===== config.mk =====
export PLATFORM = sky130hd
export DESIGN_NAME = regfile_mp
export DESIGN_NICKNAME = d
export VERILOG_FILES = /design/src/rtl/regfile_pkg.sv /design/src/rtl/regfile_read_mux.sv /design/src/rtl/regfile_mp.sv
export SDC_FILE = /design/constraint.sdc
export NUM_CORES = 2
export LEC_CHECK = 0
export BUFFER_PORTS_ARGS = -buffer_cell sky130_fd_sc_hd__buf_2
export CORE_MARGIN = 5
export CORE_UTILIZATION = 50
export DETAILED_ROUTE_END_ITERATION = 10
export PLACE_DENSITY_LB_ADDON = 0.08
export SYNTH_ARGS = -nofsm -noshare
export SYNTH_HDL_FRONTEND = slang
export SYNTH_HIERARCHICAL = 1
export SYNTH_SLANG_ARGS = --single-unit

===== constraint.sdc =====
create_clock -name clk -period 11.63 [get_ports clk]
set_input_delay 1.163 -clock clk [delete_from_list [all_inputs] [get_ports clk]]
set_output_delay 1.163 -clock clk [all_outputs]
set_load 0.02 [all_outputs]

===== src/rtl/regfile_pkg.sv =====
`default_nettype none
// ---------------------------------------------------------------
// regfile_pkg: shared constants and bus-slicing helper. Rev 1.0
// ---------------------------------------------------------------
package regfile_pkg;

  localparam int DEFAULT_DATA_W = 32;
  localparam int DEFAULT_ADDR_W = 5;
  localparam int ZERO_IDX       = 0;

  // LSB offset of a given port's field inside a packed multi-port bus.
  function automatic int port_lsb(input int port, input int width);
    return port * width;
  endfunction

endpackage
`default_nettype wire


===== src/rtl/regfile_read_mux.sv =====
`default_nettype none
// ---------------------------------------------------------------
// regfile_read_mux: one read port (R0, bypass, storage). Rev 1.0
// ---------------------------------------------------------------
module regfile_read_mux
  import regfile_pkg::*;
#(
  parameter int DATA_W  = DEFAULT_DATA_W,
  parameter int ADDR_W  = DEFAULT_ADDR_W,
  parameter int NUM_WR  = 2,
  parameter int ZERO_R0 = 1,
  parameter int BYPASS  = 1
) (
  input  logic [ADDR_W-1:0]        addr,
  input  logic [NUM_WR-1:0]        write_en,
  input  logic [NUM_WR*ADDR_W-1:0] write_address,
  input  logic [NUM_WR*DATA_W-1:0] write_data,
  input  logic [DATA_W-1:0]        stored,
  output logic [DATA_W-1:0]        data
);

  localparam logic [ADDR_W-1:0] R0 = ADDR_W'(ZERO_IDX);

  always_comb begin
    data = stored;
    // Later ports overwrite earlier matches, giving port 1 priority.
    if (BYPASS != 0) begin
      for (int w = 0; w < NUM_WR; w++) begin
        if (write_en[w] && (write_address[port_lsb(w, ADDR_W) +: ADDR_W] == addr))
          data = write_data[port_lsb(w, DATA_W) +: DATA_W];
      end
    end
    if ((ZERO_R0 != 0) && (addr == R0))
      data = '0;
  end

endmodule
`default_nettype wire


===== src/rtl/regfile_mp.sv =====
`default_nettype none
// ---------------------------------------------------------------
// regfile_mp: parametrised multi-port register file. Rev 1.0
// ---------------------------------------------------------------
module regfile_mp
  import regfile_pkg::*;
#(
  parameter int DATA_W  = DEFAULT_DATA_W,
  parameter int ADDR_W  = DEFAULT_ADDR_W,
  parameter int NUM_RD  = 2,
  parameter int NUM_WR  = 2,
  parameter int ZERO_R0 = 1,
  parameter int BYPASS  = 1
) (
  input  logic                     clk,
  input  logic                     rst,
  input  logic [NUM_RD*ADDR_W-1:0] read_address,
  output logic [NUM_RD*DATA_W-1:0] read_data,
  input  logic [NUM_WR-1:0]        write_en,
  input  logic [NUM_WR*ADDR_W-1:0] write_address,
  input  logic [NUM_WR*DATA_W-1:0] write_data,
  output logic                     wr_collision
);

  localparam int                DEPTH = 1 << ADDR_W;
  localparam logic [ADDR_W-1:0] R0    = ADDR_W'(ZERO_IDX);

  logic [DATA_W-1:0] mem [DEPTH];

  // Writes are applied in port order, so port 1 lands last on a collision.
  always_ff @(posedge clk) begin
    if (rst) begin
      for (int e = 0; e < DEPTH; e++)
        mem[e] <= '0;
    end else begin
      for (int w = 0; w < NUM_WR; w++) begin
        if (write_en[w] &&
            !((ZERO_R0 != 0) && (write_address[port_lsb(w, ADDR_W) +: ADDR_W] == R0)))
          mem[write_address[port_lsb(w, ADDR_W) +: ADDR_W]] <=
            write_data[port_lsb(w, DATA_W) +: DATA_W];
      end
    end
  end

  generate
    if (NUM_WR == 2) begin : g_coll
      logic [ADDR_W-1:0] wa0;
      logic [ADDR_W-1:0] wa1;
      logic              coll_now;
      logic              coll_q;

      assign wa0 = write_address[0 +: ADDR_W];
      assign wa1 = write_address[ADDR_W +: ADDR_W];
      assign coll_now = write_en[0] && write_en[1] && (wa0 == wa1) &&
                        !((ZERO_R0 != 0) && (wa0 == R0));

      always_ff @(posedge clk) begin
        if (rst) coll_q <= 1'b0;
        else     coll_q <= coll_now;
      end

      assign wr_collision = coll_q;
    end else begin : g_no_coll
      assign wr_collision = 1'b0;
    end
  endgenerate

  generate
    for (genvar i = 0; i < NUM_RD; i++) begin : g_rd
      logic [ADDR_W-1:0] ra;
      assign ra = read_address[port_lsb(i, ADDR_W) +: ADDR_W];

      regfile_read_mux #(
        .DATA_W (DATA_W),
        .ADDR_W (ADDR_W),
        .NUM_WR (NUM_WR),
        .ZERO_R0(ZERO_R0),
        .BYPASS (BYPASS)
      ) u_rd (
        .addr         (ra),
        .write_en     (write_en),
        .write_address(write_address),
        .write_data   (write_data),
        .stored       (mem[ra]),
        .data         (read_data[port_lsb(i, DATA_W) +: DATA_W])
      );
    end
  endgenerate

endmodule
`default_nettype wire

==> results.md <==
- #FFs+latches synth: slightly above 1000
- Critical path's slowest cell: buf_4
- First-pass GRT wire length: roughly 370000 microns
- DR vias: 51450
- FP Rows: approximately 130
- Synthesized cell area: around 62000 sq um
- Mean number of vias per cell: about 7.6
- Post-CTS Setup Repair Bufs: 0
- Number of H-tree levels: 3
- Yosys warns: 6
- Core Area: approximately 120000 sq um
- Die ar.: 131400 sq um
- Die X: about 360 microns
- HPWL after DPL: roughly 150000 microns
- # setup viols final: 0
- Max-cap violations: 0
- GR Overflow Total: 0
- Final Cycle Share: roughly three fifths
- Worst hold path class: input port to flop
- CTS root buf: clkbuf_16
- 1st-iter DRT viols: between 8000 and 9000
- Status: finished with violations
- Reg clk slew, reported paths: ~0.06 ns
- Final #Nets: 5086
- # fillers: 10480
- RD Place Congestion: 0.9220
- 1st-pass router iterations: 6
- Setup TNS: 0 ns
- Cells after DPL: 6516
- Slew Limit Fails: 83
- Setup ws final: between 4 and 5 ns
- Crit-path max cell delay: just under 0.9 ns
- Vias in the first global route: about 49000
- Violated checks: max-slew violations
- Cell count after synthesis: between 5000 and 6000
- EDFF count, synth: around 1000
- RSZ-0062 raised after global routing: false
- CTS tree: yes
- Drt wl/cell: 39.69 microns
- Clock Sinks: about 1000
- Arrival @ worst endpoint: roughly 5.6 ns
- Antenna violations before repair: 14
- Min cycle time layout: 6.770 ns
- Kind of critical path: input port to primary output
- Clock Path Buffers: 3
- Syn Area/Cell: around 12 sq um
- Initial core utilization: between 50% and 60%
- Worst relative slew slack: -11.63%
- Yosys top cell area share: between 40% and 50%
- Yosys cell types: between 40 and 50
- Pin count of the biggest net entering global routing: 146
- Critical Path, Cell by Cell: buf_8 > buf_12 > buf_4 > mux2i_1 > a22o_1 > nor3_1 > a31oi_1 > nand3_1 > o21ai_0 > a311oi_2 > buf_2
- Non-Filler Instances: 6736
- Tot Pwr: between 0.009 and 0.01 W
- Main synth FF type: edfxtp_1
- Die Ht: between 300 and 400 microns
- Async SR Flop Fraction: 0%
- Sequential share of the synthesized area: around half
- F_max: 147.7 MHz
- Pre-CTS setup slack: a little over 5 ns
- Total Routing Usage GR: between 30% and 40%
- Cts-stage hold buffer count: 0
- Routed WL: approximately 270000 microns
- DRC: 0
- Post-route ant nets: 0
- Worst Path Required: 10.47 ns
- Startpoint class of the critical path: input port
- CP max FO: about 130
- Setup crit end kind: primary output
- Cell leakage power: between 20 and 30 nW
- # resized after CTS: 0
- I/O pins: 153
- IO buf count: between 150 and 200
- Num CTS Buffers: roughly 120
- Final Hold Vio Count: 0
- Share of layout cells above drive strength 1: around an eighth
- P&R area growth vs syn: 8.657%
- Post-synthesis cell type with the largest combined area: edfxtp_1
- Main area contributors after synthesis: edfxtp_1 49%, mux2i_1 16%, a22o_1 16%
- Peak VDD IR: about 0.12 mV
- Pwr Density: around 140 nW/um^2
- Pin slew with the least headroom to its limit: around 1.7 ns
- Final core utilization: a little over half
[worst paths after layout]
path,startpoint,endpoint,slack (ns),cells after the start
setup / recovery,read_address[6],read_data[55],4.86,11
hold / removal,rst,wr_collision,0.79,4
[power breakdown]
group	total, W	internal (W)	switching, W	leakage, nW
logic	0.00149	0.000431	0.00105	13.5
clock network	0.00367	0.00208	0.00159	1.84
registers	0.00440	0.00429	0.000113	9.78
total	0.00956	0.00680	0.00276	25.1
[synthesized netlist by cell type, types with 2 or more instances]
| master | n |
|---|---|
| a311oi_2 | 60 |
| edfxtp_1 | 1024 |
| buf_2 | 233 |
| or4_1 | 2 |
| o21ai_1 | 2 |
| or3_1 | 24 |
| nor3_2 | 19 |
| mux2i_1 | 1024 |
| nand4_1 | 64 |
| a22o_1 | 1120 |
| a311oi_1 | 2 |
| buf_1 | 29 |
| nor2_4 | 7 |
| nand2b_1 | 5 |
| xnor2_1 | 24 |
| and4_1 | 2 |
| and2_1 | 2 |
| nor2b_1 | 4 |
| nor2_1 | 53 |
| o21ai_0 | 69 |
| clkbuf_1 | 432 |
| a22oi_1 | 192 |
| buf_6 | 9 |
| nand3_1 | 198 |
| o22a_1 | 2 |
| or2_2 | 2 |
| buf_4 | 10 |
| nand3_2 | 2 |
| or2_1 | 3 |
| nor3_1 | 138 |
| nand4_2 | 2 |
| nand3b_1 | 9 |
| a211oi_1 | 2 |
| or3b_1 | 4 |
| nand2_1 | 203 |
| a21oi_1 | 193 |
| nor3_4 | 2 |
| a31oi_1 | 64 |
| nor2_2 | 10 |
[routing by layer]
metal	GRT usage, %	part of all wire [%]	vias up
li1	-	-	20540
met1	52.29	38	25800
met2	56.69	42	4214
met3	13.54	15	874
met4	17.76	5.2	18
met5	1.961	0.098	-
[worst max-delay path: cells and delay by family]
family / cells / cell delay [ns]
buffers and inverters: 4 / 2.30
AO/OA/AOI/OAI: 4 / 1.08
multiplexers: 1 / 0.27
AND/OR/NAND/NOR: 2 / 0.23
[cells by family (layout without fill, tap and decap cells)]
logic type	Yosys count	in the layout	share of synthesized area, %
AOI/OAI and AO/OA	1707	1707	22.42
DFF	1025	1025	49.52
muxes	1024	1024	16.50
and+or+nand+nor	759	759	6.259
buffers and inverters	714	523	4.952
xor gates and xnor gates	24	24	0.3383
other	1	37	0.006036
[flip-flops by register name, summed over array words and instances, names as in the netlist]
| register | cells |
|---|---|
| mem | 1024 |
| wr_collision | 1 |
[placed cells by master, fill, tap and decap left out, types with 5 or more instances in the layout]
master        n
a31oi_1      64
buf_4       148
mux2i_1    1024
a22oi_1     192
buf_12        7
conb_1       32
o21ai_0      62
diode_2       5
clkbuf_1     24
or3_2        22
a21oi_1     193
nand2_1     199
o21ai_4       7
nand3b_1      9
nor3_1      130
nand3_1     198
bufinv_16     7
clkbuf_8      6
nor3_4       21
nor3_2        8
xnor2_1      22
a311oi_2     60
edfxtp_1   1024
clkinv_1     18
clkbuf_16   121
a22o_1     1120
buf_2       150
nor2_4       36
clkinv_2     32
nand4_1      64
nor2_1       34
[final cells by class]
class	count	area (sq um)	area share, %
diodes	5	12.51	0.01853
clock buffers	151	3201	4.741
clock inverters	64	508.0	0.7525
inverters	1	3.754	0.005560
multi-input cells	3546	28940	42.86
flip-flops and latches	1025	30770	45.58
well taps	1637	2048	3.034
repair buffers	307	2032	3.010
[stage by stage]
step                area, sq um  hold WS (ns)
floorplan                 62250         1.300
global placement          63790         1.525
detailed placement        63790         1.527
CTS                       67500        0.7805
global route              67500        0.8096
finish                    67510        0.7883
No activity file was read; power rests on OpenSTA's default activity.
